`config.mk`:
```
export PLATFORM = sky130hd
export DESIGN_NAME = kmp_fail_func_gen
export DESIGN_NICKNAME = d
export VERILOG_FILES = /design/src/rtl/kmp_fail_func_gen.sv
export SDC_FILE = /design/constraint.sdc
export NUM_CORES = 1
export LEC_CHECK = 0
export CORE_UTILIZATION = 35
export CTS_BUF_LIST = sky130_fd_sc_hd__clkbuf_4 sky130_fd_sc_hd__clkbuf_8 sky130_fd_sc_hd__clkbuf_16
export CTS_CLUSTER_DIAMETER = 50
export DETAILED_ROUTE_END_ITERATION = 16
export MAX_ROUTING_LAYER = met4
export PLACE_DENSITY_LB_ADDON = 0.1
export SYNTH_ARGS = -nofsm -noshare
export SYNTH_HDL_FRONTEND = slang
export SYNTH_SLANG_ARGS = --single-unit
```
`constraint.sdc`:
```
create_clock -name clk -period 13.35 [get_ports clk]
set_input_delay 2.0025 -clock clk [delete_from_list [all_inputs] [get_ports clk]]
set_output_delay 2.0025 -clock clk [all_outputs]
set_load 0.01 [all_outputs]
```
`src/rtl/kmp_fail_func_gen.sv`:
```
// KMP failure-function generator: captures a pattern and computes the prefix
// table one symbol compare per cycle, then holds the result until acknowledged.
module kmp_fail_func_gen #(
  parameter int MAX_PAT = 32,
  parameter int IDX_W   = 5,
  parameter int BYTE_W  = 8
) (
  input  logic                      clk,
  input  logic                      reset,
  input  logic                      i_start,
  input  logic [MAX_PAT*BYTE_W-1:0] pattern,
  input  logic [IDX_W-1:0]          last_pat_idx,
  input  logic                      i_nocase,
  input  logic                      i_ack,
  output logic [MAX_PAT*IDX_W-1:0]  o_fail_func,
  output logic                      o_valid,
  output logic                      o_busy,
  output logic [IDX_W:0]            o_steps
);

  typedef enum logic [1:0] {IDLE, CALC, DONE} state_t;

  localparam logic [IDX_W-1:0] LAST_MAX = IDX_W'(MAX_PAT - 1);

  state_t state_q, state_d;
  logic [MAX_PAT-1:0][BYTE_W-1:0] pat_q, pat_d;
  logic [MAX_PAT-1:0][IDX_W-1:0]  fail_q, fail_d;
  logic [IDX_W-1:0] last_q, last_d, i_q, i_d, k_q, k_d;
  logic [IDX_W:0]   steps_q, steps_d;
  logic             nocase_q, nocase_d;
  logic [IDX_W-1:0] last_clamp;
  logic             match, writes_last;

  // Upper-case ASCII letters when case-insensitive matching was captured.
  function automatic logic [BYTE_W-1:0] fold(input logic [BYTE_W-1:0] c, input logic nc);
    fold = c;
    if (nc && c >= BYTE_W'(8'h61) && c <= BYTE_W'(8'h7a)) fold = c - BYTE_W'(8'h20);
  endfunction

  assign last_clamp  = (last_pat_idx > LAST_MAX) ? LAST_MAX : last_pat_idx;
  assign match       = fold(pat_q[k_q], nocase_q) == fold(pat_q[i_q], nocase_q);
  assign writes_last = (match || k_q == '0) && (i_q == last_q);

  always_ff @(posedge clk or posedge reset) begin
    if (reset) state_q <= IDLE;
    else       state_q <= state_d;
  end

  always_comb begin
    state_d = state_q;
    case (state_q)
      IDLE:    if (i_start) state_d = (last_clamp == '0) ? DONE : CALC;
      CALC:    if (writes_last) state_d = DONE;
      DONE:    if (i_ack) state_d = IDLE;
      default: state_d = IDLE;
    endcase
  end

  always_comb begin
    o_busy  = 1'b0;
    o_valid = 1'b0;
    case (state_q)
      CALC:    o_busy  = 1'b1;
      DONE:    o_valid = 1'b1;
      default: ;
    endcase
  end

  always_comb begin
    pat_d    = pat_q;
    fail_d   = fail_q;
    last_d   = last_q;
    nocase_d = nocase_q;
    i_d      = i_q;
    k_d      = k_q;
    steps_d  = steps_q;
    if (state_q == IDLE && i_start) begin
      pat_d    = pattern;
      nocase_d = i_nocase;
      last_d   = last_clamp;
      fail_d   = '0;
      steps_d  = '0;
      i_d      = IDX_W'(1);
      k_d      = '0;
    end else if (state_q == CALC) begin
      steps_d = steps_q + 1'b1;
      if (match) begin
        fail_d[i_q] = k_q + 1'b1;
        k_d         = k_q + 1'b1;
        i_d         = i_q + 1'b1;
      end else if (k_q == '0) begin
        fail_d[i_q] = '0;
        i_d         = i_q + 1'b1;
      end else begin
        // Backtrack: retry the same i against a shorter border.
        k_d = fail_q[k_q - 1'b1];
      end
    end
  end

  always_ff @(posedge clk or posedge reset) begin
    if (reset) begin
      pat_q    <= '0;
      fail_q   <= '0;
      last_q   <= '0;
      nocase_q <= 1'b0;
      i_q      <= '0;
      k_q      <= '0;
      steps_q  <= '0;
    end else begin
      pat_q    <= pat_d;
      fail_q   <= fail_d;
      last_q   <= last_d;
      nocase_q <= nocase_d;
      i_q      <= i_d;
      k_q      <= k_d;
      steps_q  <= steps_d;
    end
  end

  assign o_fail_func = fail_q;
  assign o_steps     = steps_q;

endmodule

```
== Word level (Yosys, flattened, before mapping) ==
Index checks and enable logic that the tools add are counted.
Storage, ports and cells
  bits in registers: 440
  bits in latches: 0
  memory bits (writable): 0
  ROM bits: 0
  output and inout bits: 168
  word-level logic and storage cells: 144
  memories kept: 0
Cells by class
  add/subtract/negate cells: 6
  multipliers: 0
  div/mod/pow operators: 0
  order comparisons: 9
  equal/unequal tests: 8
  shift-type cells: 0
  muxes and demuxes: 33
  bitwise logic cells: 2
  reductions and logical operators: 16
Operator list (number)
  2-to-1 mux 160 bit: 4
  AND 160 bit: 1
  bitwise mux 160 bit: 1
  NOT 160 bit: 1
  binary-select mux 8 bit (select 5 bit): 2
  2-to-1 mux 5 bit: 11
  2-to-1 mux 8 bit: 4
  binary-select mux 5 bit (select 5 bit): 1
  demux 5 bit (select 5 bit): 1
  less-than comparator 5 x 6 -> 1 bit, second input constant: 3
  >= comparator 8 x 7 -> 1 bit, second input constant: 2
  <= comparator 8 x 7 -> 1 bit, second input constant: 2
  subtractor 8 x 6 -> 8 bit, second input constant: 2
  2-to-1 mux 6 bit: 2
  adder 5 x 1 -> 5 bit, second input constant: 2
  zero test 5 bit: 2
  equality test 8 bit: 1
  2-to-1 mux 2 bit: 4
  logical AND 1 bit: 7
  adder 6 x 1 -> 6 bit, second input constant: 1
  inequality test 2 bit, second input constant: 3
  one-hot mux 2 bit (3 select lines): 1
  equality test 5 bit: 1
  >= comparator 5 x 1 -> 1 bit, second input constant: 1
  12 further kinds: 14

== Logic depth before layout (Yosys ltp) ==
  depth in word-level cells: 11
  gate-level depth with buffers: 20
  gate-level depth less buffers: 14

== Worst setup path after synthesis ==
Ideal clock, no wire load.
  path type: reg2reg
  from: reg i_q[0]
  to: reg fail_q, in the netlist o_fail_func[157]
  arrival: 3.694 ns
  required time: 13.228 ns
  path slack: 9.534 ns
  cell stages (with the launch flop): 19
  cells stage by stage: dfrtp_1 buf_6 buf_4 buf_6 buf_2 mux4_2 a22oi_1 nand4_1 inv_1 ha_1 and2_1 a21oi_1 or3_4 a21oi_4 and2_1 buf_6 buf_8 o21ai_2 a32o_1
On the way
  cells in the longest elaborated chain, start to end: 10
Ends and longest elaborated chain
  start, declared: RTL line 28  | logic [IDX_W-1:0] last_q, last_d, i_q, i_d, k_q, k_d;
  start signal, assigned: RTL line 115  | i_q <= i_d;
  binary-select mux 8 bit (select 5 bit) (tied with other cells): RTL line 41  | assign match = fold(pat_q[k_q], nocase_q) == fold(pat_q[i_q], nocase_q);
  2-to-1 mux 8 bit (implied by the code) or logical AND 1 bit (tied branches): RTL line 41, 88, 92
  >= comparator 8 x 7 -> 1 bit or 2-to-1 mux 5 bit (tied branches): RTL line 37, 88, 92
  logical AND 1 bit or demux 5 bit (select 5 bit) (tied branches): RTL line 37, 88, 92
  logical AND 1 bit or NOT 160 bit (tied branches)
  2-to-1 mux 8 bit or AND 160 bit (tied branches)
  equality test 8 bit or 2-to-1 mux 160 bit (tied branches): RTL line 41, 91
  2-to-1 mux 160 bit: RTL line 87  | if (match) begin
  2-to-1 mux 160 bit: RTL line 85  | end else if (state_q == CALC) begin
  2-to-1 mux 160 bit: RTL line 77  | if (state_q == IDLE && i_start) begin
  end signal, assigned: RTL line 112  | fail_q <= fail_d;
  end, declared: RTL line 27  | logic [MAX_PAT-1:0][IDX_W-1:0] fail_q, fail_d;
Several ways; a longest one is shown, not always the timed one. The select of a mux whose other input is x is not followed.
A chain may end at the register's enable or synchronous reset.

== Worst setup path after layout ==
  from: reg k_q[0]
  to: reg fail_q, in the netlist o_fail_func[4]
On the way
  cells in the longest elaborated chain, start to end: 10
Ends and longest elaborated chain
  start, declared: RTL line 28
  start signal, assigned: RTL line 116  | k_q <= k_d;
  binary-select mux 8 bit (select 5 bit): RTL line 41
  2-to-1 mux 8 bit (implied by the code): RTL line 41
  >= comparator 8 x 7 -> 1 bit: RTL line 37  | if (nc && c >= BYTE_W'(8'h61) && c <= BYTE_W'(8'h7a)) fold = c - BYTE_W'(8'h20);
  logical AND 1 bit (2 in a row): RTL line 37
  2-to-1 mux 8 bit: RTL line 37
  equality test 8 bit: RTL line 41
  2-to-1 mux 160 bit: RTL line 87
  2-to-1 mux 160 bit: RTL line 85
  2-to-1 mux 160 bit: RTL line 77
Several ways; a longest one is shown, not always the timed one. The select of a mux whose other input is x is not followed.

==> flow_summary.yaml <==
run_status:
  status: "finished clean"
sta:
  max_freq_mhz: 155
  tns_ps: 0
  timing.slew.headroom_pct: 25.3
  worst_pin_slew_ps: 1120
  hold_viol: 0
  final.setup_skew_ps: 23.1
  finalWorstPathRequiredPeriod_ps: 6450
  finalMaxSlewViolations: 0
  period_share_pct: 48.3
  rsz0062_at_grt: "no"
  setup-violations-final: 0
global_route:
  grt_max_degree: 247
  grtUsageTotal_pct: 26.9
  overflow: 0
  grt_pass1_wl_mm: 131
  antenna_found_initial: 2
  grt_pass1_vias: 20300
final_layout:
  nFillCells: 6205
  final_common_cell: "nand2_1"
  syn_to_final_growth_pct: 28.9
  fin_util_pct: 46.0
  layout.cells.non_filler: 3662
  multiInputGateArea_um2: 11300
  nets: 3039
  layout-drive-gt1-share_pct: 10.3
  final-seq-area_um2: 11000
  mostFrequentLayoutCells: "nand2_1 (1,008), dfrtp_1 (435), clkdlybuf4s50_1 (433), o22ai_1 (210), mux2i_1 (126)"
route:
  vias_per_cell: 5.51
  routed_wirelength_mm: 88.5
  vias: 20200
  first_iter_violations: 1703
  first_pass_iters: 5
  route.detailed.drc: 0
  ant_nets: 0
  wire_per_inst_um: 24.2
clock_network:
  post_cts_buffers: 0
  path_clk_slew_ps: 60
  cts_buffer_depth: 3
  clock_latency_ps: 620
  htreeDepth: 2
  cts_hold_buf: 0
  cts_tree: "yes"
  numCtsBuffers: 54
  cts_resized: 0
  clkSinkCount: 440
  cts_root_buffer: "clkbuf_16"
die:
  pin_count: 434
  die_area_um2: 67300
  row_count: 93
  start_util_pct: 35.7
  coreArea_um2: 64900
  die_width_um: 259
  die_h_um: 259
critical_path:
  end_kind: "flip-flop"
  critPathKind: "flip-flop to flip-flop"
  r2r_setup_slack_ps: 6900
  timing.rr.start: "k_q[0]"
  worstPathMaxFanout: 48
  cp-startpoint: "k_q[0]"
  reg2reg_to: "o_fail_func[4]"
  crit_end: "o_fail_func[4]"
  cp.arrival_ps: 6960
  worstSetupStartpointType: "flip-flop"
  required_ps: 13860
  r2r_cells: 13
logic_synthesis:
  syn-num-nets: 2692
  synth_area_um2: 23200
  synthCells: 2417
  yosys_warnings: 0
  ys_types: 76
  synth.avg_cell_area_um2: 9.59
  synthArstFlopShare_pct: 100
  ys_seq_elements: 440
  synth_edf_count: 0
  synth-seq-area-share_pct: 47.5
  yosys_most_used_dff: "dfrtp_1"
place:
  dp_hpwl_mm: 64.0
  dpl.cell_count: 3563
  routabilityCongestion: 0.965
  port-buffer-count: 433
power_and_ir_drop:
  vdd_ir_drop_max_uv: 143
  p_clk_share_pct: 24.2
  p_per_area_nw_per_um2: 215
  p_leak_nw: 13.0
  switching_share_pct: 41.6
  p_switching_w: 0.00268
  pwr-share-comb_pct: 41.6
  p_int_w: 0.00376
  p_seq_share_pct: 34.2
worst_hold_path:
  hold_path.class: "flip-flop to flip-flop"
  holdPathStages: 2
job:
  drv_cap: 0
==> worst min-delay path by stage <==
stage	to	startpoint	slack [ps]
2_1_floorplan	pat_q[110]	pat_q[110]	450
3_3_place_gp	o_steps[5]	o_steps[5]	470
3_5_place_dp	pat_q[126]	pat_q[126]	490
4_1_cts	pat_q[126]	pat_q[126]	500
5_1_grt	last_q[0]	last_q[0]	520
6_report	pat_q[53]	pat_q[53]	500
==> synth_stat cells (all sizes together), types with 3 or more instances <==
master	n	area, um2
nor3	10	55.1
or4bb	5	56.3
a2111oi	3	26.3
nand4	8	50.1
nand2b	5	31.3
or3	3	23.8
a22oi	4	30.0
or4b	4	40.0
a31oi	3	33.8
o21ai	31	159
dfrtp	440	11000
nand3	35	238
xor2	7	61.3
clkbuf	96	360
nor4	13	81.3
ha	9	113
mux2i	126	1260
a21oi	19	106
buf	72	510
mux4	108	2440
and3	5	31.3
o211ai	6	50.1
nand4b	4	35.0
and2	10	62.6
a211oi	9	95.1
a22o	10	87.6
a2bb2oi	3	26.3
nor2	59	221
o22ai	211	1330
o31ai	3	27.5
nand2	1009	3790
inv	11	41.3
xnor2	11	96.3
nor2b	12	75.1
mux2	22	248
==> flip-flops by register name, summed over array words and instances, names as in the netlist <==
| name | count |
|---|---|
| i_q | 5 |
| k_q | 5 |
| last_q | 5 |
| nocase_q | 1 |
| o_fail_func | 160 |
| o_steps | 6 |
| pat_q | 256 |
| state_q | 2 |
==> area by class of cell <==
class / count / share of cell area (%)
clock buffers: 72 / 5.22
diodes: 2 / 0.0167
well taps: 855 / 3.58
clock inverters: 25 / 1.15
inverters: 13 / 0.176
repair buffers: 459 / 15.3
multi-input cells: 1796 / 37.7
flip-flops and latches: 440 / 36.9
==> through the flow <==
| stage | hold slack (ps) | worst slack [ps] | power (W) | cell area, um2 |
|---|---|---|---|---|
| 5_1_grt | 522 | 6510 | 0.00680 | 29900 |
| 4_1_cts | 501 | 6800 | 0.00647 | 29900 |
| 3_5_place_dp | 485 | 6830 | 0.00489 | 28000 |
| 6_report | 497 | 6900 | 0.00644 | 29900 |
| 2_1_floorplan | 454 | 5400 | 0.00395 | 23200 |
| 3_3_place_gp | 472 | 6950 | 0.00485 | 28000 |
==> cell families after synthesis <==
family / after synthesis / share of synthesized area, %
compound gates: 323 / 9.40
mux: 256 / 17.0
xor+xnor: 18 / 0.680
fa+ha+maj: 9 / 0.486
buf+inv: 181 / 3.97
simple gates: 1190 / 20.9
flops: 440 / 47.5
==> per-layer routing <==
metal	track usage, %	routed length (um)	vias up
met5	-	0	-
met4	9.89	3450	0
met3	3.80	5180	163
met2	44.9	44400	816
met1	33.1	35400	10000
li1	-	-	9149
==> power by group through the flow <==
stage,Combinational (W),Clock (W),Sequential [W]
after floorplan,0.00198,0,0.00197
after global placement,0.00264,0,0.00221
after detailed placement,0.00267,0,0.00222
after CTS,0.00268,0.00158,0.00220
after global routing,0.00292,0.00164,0.00225
final,0.00268,0.00156,0.00220
==> worst max-delay path, stage by stage, from the launching register on <==
cell and delay, ps:
dfrtp_4 1060, buf_4 680, mux4_2 590, a22o_1 230, a2111oi_0 680, a41o_1 270
o21a_1 160, nor3_2 60, nor4_1 390, o21ai_0 240, a21oi_4 250, and2_1 710
nand3_4 590, o22ai_1 390
No activity file was read; power rests on OpenSTA's default activity.
